--- src/rtl/next_pc_unit.sv ---
// next_pc_unit
//   Owns the architectural PC and picks the next fetch address from four sources:
//   sequential, branch/JAL target, JALR target and trap vector.
//   A small return-address stack (RAS) predicts JALR returns. The RAS only produces
//   a prediction; it never changes PCSel or pc.
//
// Ports
//   clk, rst_n          core clock, asynchronous active-low reset
//   stall               hold pc, RAS and ras_overflow this cycle
//   trap, trap_vec      trap redirect (highest priority)
//   Branch, take_branch conditional branch and its resolved condition
//   Jal, Jalr           jump instructions
//   rd_link, rs1_link   the link register (x1/x5) is used as rd / rs1
//   imm_target          PC+imm target (branch, JAL)
//   alu_target          rs1+imm target (JALR); bit 0 is cleared here
//   ras_flush           empty the RAS, regardless of stall
//   pc, pc_plus4        current PC and PC+4 (wraps modulo 2^XLEN)
//   PCSel               00 +4, 01 imm_target, 10 alu_target, 11 trap_vec
//   ras_top, ras_valid  predicted return address and RAS non-empty flag
//   ras_overflow        sticky flag: a push happened while the RAS was full
//   ras_underflow       one-cycle pulse: a pop was attempted while the RAS was empty
module next_pc_unit #(
    parameter int               XLEN      = 32,
    parameter logic [XLEN-1:0]  RESET_PC  = '0,
    parameter int               RAS_DEPTH = 4
) (
    input  logic            clk,
    input  logic            rst_n,
    input  logic            stall,
    input  logic            trap,
    input  logic [XLEN-1:0] trap_vec,
    input  logic            Branch,
    input  logic            take_branch,
    input  logic            Jal,
    input  logic            Jalr,
    input  logic            rd_link,
    input  logic            rs1_link,
    input  logic [XLEN-1:0] imm_target,
    input  logic [XLEN-1:0] alu_target,
    input  logic            ras_flush,
    output logic [XLEN-1:0] pc,
    output logic [XLEN-1:0] pc_plus4,
    output logic [1:0]      PCSel,
    output logic [XLEN-1:0] ras_top,
    output logic            ras_valid,
    output logic            ras_overflow,
    output logic            ras_underflow
);

    localparam int PW = $clog2(RAS_DEPTH);
    localparam int CW = PW + 1;
    localparam logic [CW-1:0] FULL_COUNT = CW'(RAS_DEPTH);

    logic [XLEN-1:0] ras_mem [RAS_DEPTH];
    logic [PW-1:0]   top_ptr;
    logic [CW-1:0]   ras_count;
    logic [XLEN-1:0] next_pc;

    logic ras_en;
    logic op_push;
    logic op_pop;
    logic op_replace;
    logic ras_empty;
    logic ras_full;

    assign pc_plus4 = pc + XLEN'(4);

    always_comb begin
        PCSel   = 2'b00;
        next_pc = pc_plus4;
        if (trap) begin
            PCSel   = 2'b11;
            next_pc = trap_vec;
        end else if (Jalr) begin
            PCSel   = 2'b10;
            next_pc = {alu_target[XLEN-1:1], 1'b0};
        end else if (Jal || (Branch && take_branch)) begin
            PCSel   = 2'b01;
            next_pc = imm_target;
        end
    end

    // A trap squashes the instruction, so it also squashes its RAS side effect.
    assign ras_en     = !stall && !trap;
    assign op_replace = Jalr && rd_link && rs1_link;
    assign op_push    = (Jal && rd_link) || (Jalr && rd_link && !rs1_link);
    assign op_pop     = Jalr && rs1_link && !rd_link;
    assign ras_empty  = (ras_count == '0);
    assign ras_full   = (ras_count == FULL_COUNT);

    assign ras_top   = ras_mem[top_ptr];
    assign ras_valid = !ras_empty;

    always_ff @(posedge clk or negedge rst_n) begin
        if (!rst_n) begin
            pc            <= RESET_PC;
            top_ptr       <= '0;
            ras_count     <= '0;
            ras_overflow  <= 1'b0;
            ras_underflow <= 1'b0;
            for (int i = 0; i < RAS_DEPTH; i++) begin
                ras_mem[i] <= '0;
            end
        end else begin
            ras_underflow <= 1'b0;

            if (!stall) begin
                pc <= next_pc;
            end

            if (ras_flush) begin
                top_ptr      <= '0;
                ras_count    <= '0;
                ras_overflow <= 1'b0;
            end else if (ras_en) begin
                if (op_replace && !ras_empty) begin
                    ras_mem[top_ptr] <= pc_plus4;
                end else if (op_push || op_replace) begin
                    // Circular buffer: when full, the slot after top holds the oldest entry.
                    ras_mem[top_ptr + PW'(1)] <= pc_plus4;
                    top_ptr                   <= top_ptr + PW'(1);
                    if (ras_full) begin
                        ras_overflow <= 1'b1;
                    end else begin
                        ras_count <= ras_count + CW'(1);
                    end
                end else if (op_pop) begin
                    if (ras_empty) begin
                        ras_underflow <= 1'b1;
                    end else begin
                        top_ptr   <= top_ptr - PW'(1);
                        ras_count <= ras_count - CW'(1);
                    end
                end
            end
        end
    end

endmodule

--- config.mk ---
export PLATFORM = sky130hd
export DESIGN_NAME = next_pc_unit
export DESIGN_NICKNAME = d
export VERILOG_FILES = /design/src/rtl/next_pc_unit.sv
export SDC_FILE = /design/constraint.sdc
export NUM_CORES = 1
export LEC_CHECK = 0
export ABC_AREA = 1
export BUFFER_PORTS_ARGS = -buffer_cell sky130_fd_sc_hd__buf_2
export CAP_MARGIN = 20
export CORE_UTILIZATION = 55
export DETAILED_ROUTE_END_ITERATION = 8
export PLACE_DENSITY = 0.81
export SETUP_SLACK_MARGIN = 0.02
export SLEW_MARGIN = 5
export SYNTH_ARGS = -nofsm -noshare
export SYNTH_HDL_FRONTEND = slang
export SYNTH_SLANG_ARGS = --single-unit
--- constraint.sdc ---
create_clock -name clk -period 2.5 [get_ports clk]
set_clock_uncertainty 0.2 [all_clocks]
set_input_delay 0 -clock clk [delete_from_list [all_inputs] [get_ports clk]]
set_output_delay 0 -clock clk [all_outputs]
set_load 0.03 [all_outputs]
==> results by group, run 1 <==
Layout
  – Diodes inserted: 0
  – Fillers: 1,167
  – Final instance area: 12,000 um^2
  – Ratio of cells with drive above 1 in the final layout: 20.3%
  – Commonest non-fill, non-tap cells in the layout: 401 x nand2_1, 205 x buf_2, 154 x nor2_1, 154 x dfrtp_1, 152 x o21ai_0
  – Final #Nets: between 1,500 and 2,000
  – Area Overhead vs Synth: 32.2%
  – Most common cell after layout, fill and taps aside: nand2_1
  – Fin util: 75.2%
  – Cell Count, Final, Fillers Out: approximately 1,800

Global route
  – Number of global-route vias before repair: 9,113
  – Initial antenna violation count: 0
  – Overall Global Routing Usage: 33.9%
  – Largest net degree at the start of global routing: a little under 70
  – Total gr overflow: 0
  – Global-route wire length before repair: 44,400 um

Pwr
  – Leakage: 0.00615 uW
  – Flop pwr share: 38.6%
  – Total Power: roughly 11,000 uW
  – Gate power share: a little over a third
  – Maximum VDD drop: 0.000577 V
  – Clk pwr share: 25.4%
  – Psw: 4170 uW
  – Cell Pwr Density: between 800 and 900 nW/um^2
  – P_int: roughly 6600 uW
  – Net Sw Frac: 38.6%

Synth
  – Syn Inst Count: 1,273
  – Netlist cell types: 34
  – Mapped Area: 9100 um^2
  – Synth Net Count: 1,386
  – Yosys top cell area share: a little under half
  – Largest area contributor in the netlist: dfrtp_1
  – Synth top area cells: dfrtp_1 46%, nand2_1 17%, o21ai_0 8.5%, nor2_1 6.5%, inv_1 4.2%
  – Yosys warns: 0
  – Synthesized flop and latch total: 167
  – Sequential-to-total area share from yosys stat: 45.9%
  – Mapped Avg Cell Area: 7.15 um^2

Timing
  – Fin crit share: 97.2%
  – Final Critical Period: 2.43 ns
  – Setup TNS: 0 ns
  – Slew @ Worst Pin: 0.641 ns
  – Fmax achieved: 412 MHz
  – Final setup violation count: 0
  – Hold Vio Cnt, Final: 1
  – Hold Slack: -0.00731 ns
  – RSZ-0062 raised after global routing: yes
  – Slew headroom: 57.3%
  – Final count of pins violating max slew: 0

Worst hold path
  – Min-Delay Path Class: primary input to flip-flop
  – Worst Hold Depth: 8

Clock tree
  – Clk buf depth: 2
  – Clock Sink Count: between 150 and 200
  – Root Driver: clkbuf_16
  – Clock Latency Late Sink: 0.44 ns
  – TritonCTS clock tree: built
  – Reg clk slew, reported paths: around 0.060 ns
  – H-tree depth: 4
  – Num CTS Buffers: 17

Floorplan
  – Core area: 16,000 um^2
  – I/O pin count: 208
  – Die area: 17,100 um^2
  – Die height: 131 um
  – Chip width: 131 um
  – Row count: 46
  – Initial core utilization: 56.9%

Setup path
  – CP Launch Type: flip-flop
  – Crit path to: pc[9]
  – Worst R2R Start: pc[3]
  – R2r worst-path depth: 10
  – CP arrival: approximately 2.6 ns
  – Reg2Reg Setup Slack: 0.07 ns
  – Critical Path RT: around 2.6 ns
  – Worst setup EP type: flip-flop
  – Reg2Reg Capture Point: pc[9]
  – Crit-path max FO: 7
  – Setup Crit Path Kind: flip-flop to flip-flop
  – Crit path from: pc[3]

Outcome
  – Failing checks: negative hold slack
  – Outcome: complete, but fails checks

Routing
  – Drt pass-1 iters: 7
  – DRC Markers: 0
  – Wire length per cell: 16.0 um
  – DR iter-0 viols: 949
  – Via density: 5.51
  – Drt total wl: 28,400 um
  – Antenna viol nets, final: 0
  – Vias: roughly 10,000

Placed design
  – Port bufs: slightly above 200
  – Placer Congestion: 0.961
  – Post-DP Area: around 10,000 um^2
  – Cell count after placement: roughly 1,700
  – Detail Placement HPWL: 18,400 um

Job
  – MaxCap Viol Count: 0
cells by family (layout without fill, tap and decap cells):
family | Yosys count | after routing | share of synthesized area, %
AOI/OAI and AO/OA | 287 | 287 | 16.5
xor gates and xnor gates | 7 | 7 | 0.756
adders and majority gates | 6 | 6 | 0.907
buffers and inverters | 173 | 464 | 7.74
DFF | 167 | 167 | 45.9
and+or+nand+nor | 633 | 633 | 28.2
synth_stat cells:
master    instances
inv_2             3
o21ai_1          54
o21bai_1          2
nand2_4           1
nor2_2            6
nor2_1          157
inv_1           101
nand2_2           3
dfrtp_1         167
fa_1              1
a31oi_1           5
buf_4             4
o21ai_0         154
and2_1            2
nand3_2           1
nor3_1            2
clkbuf_1         31
nand3_4           3
ha_1              5
nand3b_1          1
a221oi_1          2
a41oi_1           1
or2_1             1
a21oi_1          34
buf_2            32
nand2_1         405
xnor2_2           1
or2_2             1
o211ai_1          1
nand3_1          45
xor2_1            6
nor2_4            5
o22ai_1          34
clkinv_1          2
per-layer routing:
metal  vias to the layer above  routed length, um  track usage, %
met3                        72               2200            5.37
met2                       522              13800            55.6
met1                      4571              11500            44.3
li1                       4649                  -               -
met5                         -                  0               0
met4                         0                895            15.5
critical path: stages, from the launching register on:
cell and delay (ns):
dfrtp_2 0.42, buf_6 0.12, nand2_1 0.08, nor2_4 0.17, nand2_4 0.12, xor2_1 0.19
buf_4 0.19, nor2_1 0.05, o21ai_0 0.16, dlygate4sd3_1 0.57, nand2_1 0.05
sequential cells by signal, summed over array words and instances, names as in the netlist:
name,flops
ras_underflow,1
ras_count,3
ras_overflow,1
top_ptr,2
pc,32
ras_mem,128
power groups by stage:
stage	registers, uW	logic [uW]	clock network (uW)
CTS	4140	3830	2760
finish	4170	3900	2740
floorplan	4150	2530	0
detailed placement	4170	3670	0
global placement	4130	3570	0
global route	4260	4300	2860
how the worst min path moves through the flow:
stage / to / start / slack (ns)
6_report: pc[12] / imm_target[12] / -0.007
5_1_grt: pc[12] / imm_target[12] / 0.03
4_1_cts: pc[14] / Jal / 0.05
3_5_place_dp: ras_count[0] / rst_n / -0.15
3_3_place_gp: ras_count[1] / rst_n / -0.15
2_1_floorplan: pc[0] / rst_n / -0.50
final cells by class:
type | count | area, um^2 | area share [%]
clock buffer | 23 | 498 | 4.14
clock inverter | 7 | 118 | 0.977
inverter | 106 | 398 | 3.31
multi-input combinational | 933 | 4300 | 35.7
sequential | 167 | 4200 | 34.9
tap | 216 | 270 | 2.25
timing repair buffer | 328 | 2260 | 18.7
through the flow:
stage	worst slack [ns]	hold WS, ns
after floorplan	0.109	-0.496
after global placement	0.495	-0.152
after CTS	0.0254	0.0537
after global routing	-0.0136	0.0321
after detailed placement	0.387	-0.149
final	0.0706	-0.00731
timing repair:
item | CTS | global route
resized for setup | 3 | 35
setup endpoints to repair | 3 | 29
endpoints found under the hold margin | 206 | 1
setup buffers | 0 | 4
hold buffers | 88 | 2
pin swaps | 0 | 9
Note: power is estimated with default switching activity, not from simulation.
==> run 2, diff against run 1 <==
Settings changed: CORE_MARGIN set to 2.
==> results by group, run 2 (synthesized netlist as in run 1, its figures left out) <==
Outcome
  – Outcome: complete, no violations

Global route
  – Overall Global Routing Usage: 34.0%
  – Largest net degree at the start of global routing: 72
  – Total gr overflow: 0
  – Number of global-route vias before repair: 9,591
  – Global-route wire length before repair: 47,500 um
  – Initial antenna violation count: 1

Layout
  – Commonest non-fill, non-tap cells in the layout: 396 x nand2_1, 205 x buf_2, 160 x dfrtp_1
  – Max FFs per register: 128
  – Most common cell after layout, fill and taps aside: nand2_1
  – Fillers: 1,216
  – Largest regs: ras_mem: 128 flops, pc: 32 flops, ras_count: 3 flops
  – Top reg by flops: ras_mem
  – Final #Nets: 1,656
  – Area Overhead vs Synth: 31.6%
  – Ratio of cells with drive above 1 in the final layout: between 10% and 20%
  – Cell Count, Final, Fillers Out: 1,777

Setup path
  – Critical Path RT: 2.61 ns
  – CP Launch Type: flip-flop
  – Setup Crit Path Kind: flip-flop to flip-flop
  – Worst setup EP type: flip-flop
  – CP arrival: 2.52 ns
  – Crit-path max FO: 8

Routing
  – Vias: 9,900
  – Drt total wl: roughly 30,000 um
  – DR iter-0 viols: 949
  – Wire length per cell: around 17 um
  – DRC Markers: 0
  – Drt pass-1 iters: 6
  – Via density: 5.57
  – Antenna viol nets, final: 0

Clock tree
  – Clock Sink Count: 167
  – Clk buf depth: 2
  – Root Driver: clkbuf_16
  – Clock Latency Late Sink: 0.44 ns
  – Reg clk slew, reported paths: 0.07 ns
  – TritonCTS clock tree: built
  – Num CTS Buffers: 17
  – H-tree depth: 4

Pwr
  – P_int: between 6000 and 7000 uW
  – Leakage: 0.00610 uW
  – Flop pwr share: between 30% and 40%
  – Clk pwr share: 26.4%
  – Psw: 4220 uW
  – Maximum VDD drop: 0.000603 V
  – Gate power share: 35.5%
  – Net Sw Frac: 38.6%
  – Cell Pwr Density: 913 nW/um^2

Placed design
  – Placer Congestion: 0.918
  – Detail Placement HPWL: 18,300 um
  – Port bufs: 206
  – Cell count after placement: approximately 1,700

Floorplan
  – Die height: 133 um
  – Chip width: 133 um
  – Initial core utilization: a little under three fifths
  – I/O pin count: 208
  – Die area: approximately 18,000 um^2
  – Core area: 16,400 um^2
  – Row count: 47

Timing
  – Hold Slack: 0.0538 ns
  – Final setup violation count: 0
  – Final Critical Period: 2.41 ns
  – Hold Vio Cnt, Final: 0
  – Fmax achieved: 416 MHz
  – Slew @ Worst Pin: between 0.7 and 0.8 ns
  – Slew headroom: 50.4%
  – Fin crit share: 96.3%
  – Final count of pins violating max slew: 0

Worst hold path
  – Min-Delay Path Class: primary input to flip-flop

Job
  – MaxCap Viol Count: 0
## run 2: cell types whose count changed in the layout (fill, tap and decap cells not counted), moves of 6 or more
cell     before  now
nand2_2       5   12
dfrtp_1     154  160
buf_4        24   13
dfrtp_2      13    7
## run 2: layout make-up
type	count	area [um^2]	area share [%]
antenna	2	5.00	0.0418
clock buffer	22	464	3.88
clock inverter	9	173	1.44
inverter	106	398	3.32
multi-input combinational	933	4290	35.8
sequential	167	4190	35.0
tap	220	275	2.30
timing repair buffer	318	2190	18.3
## run 2: metrics by stage
step | TNS [ns] | util [%] | power, uW | area [um^2] | worst slack (ns)
floorplan | 0 | - | 6670 | 9100 | 0.109
global placement | 0 | 62.9 | 7670 | 10300 | 0.491
detailed placement | 0 | 62.9 | 7820 | 10300 | 0.405
CTS | 0 | 72.5 | 10800 | 11900 | 0.0132
global route | -0.00471 | 73.0 | 11500 | 12000 | -0.00471
finish | 0 | 73.0 | 10900 | 12000 | 0.0936
## run 2: routing by layer
metal | GRT usage (%) | vias up | wire length, um
met5 | 0 | - | 0
met4 | 14.9 | 0 | 1110
met3 | 7.85 | 108 | 2550
met2 | 56.6 | 550 | 14400
met1 | 42.6 | 4618 | 11600
li1 | - | 4624 | -
## run 2: what timing repair did
action,in CTS,in global routing
hold buffers,92,0
cloned,0,0
pin swaps,0,1
setup buffers,0,1
gates resized for setup,3,28
endpoints found under the setup margin,4,31
endpoints found under the hold margin,206,0
## run 2: path summary, 6_finish.rpt
kind                        startpoint            to  slack, ns  cells after the start
setup / recovery                 pc[2]        pc[21]       0.09                     11
hold / removal                     Jal         pc[8]       0.05                      6
setup reg to reg                 pc[2]        pc[21]       0.09                     11
hold reg to reg            ras_mem[43]   ras_mem[43]       0.27                      2
max in group asynchronous        rst_n        pc[26]       0.89                      4
min in group asynchronous        rst_n  ras_count[2]       0.47                      3
## run 2: power groups by stage
stage          clock [uW]  combinational (uW)  sequential (uW)
3_5_place_dp            0                3650             4170
2_1_floorplan           0                2530             4150
5_1_grt              3000                4270             4270
6_report             2880                3880             4170
3_3_place_gp            0                3540             4130
4_1_cts              2870                3820             4140
## run 2: worst max-delay path, cell delays in order (launching register included)
cell           delay (ns)
dfrtp_1              0.35
buf_4                0.17
inv_2                0.07
nor2_4               0.17
nand2_4              0.12
nor2_4               0.18
nand3_1              0.11
nand3_1              0.13
nand2_1              0.07
nand2_1              0.06
dlygate4sd3_1        0.55
nand2_1              0.08
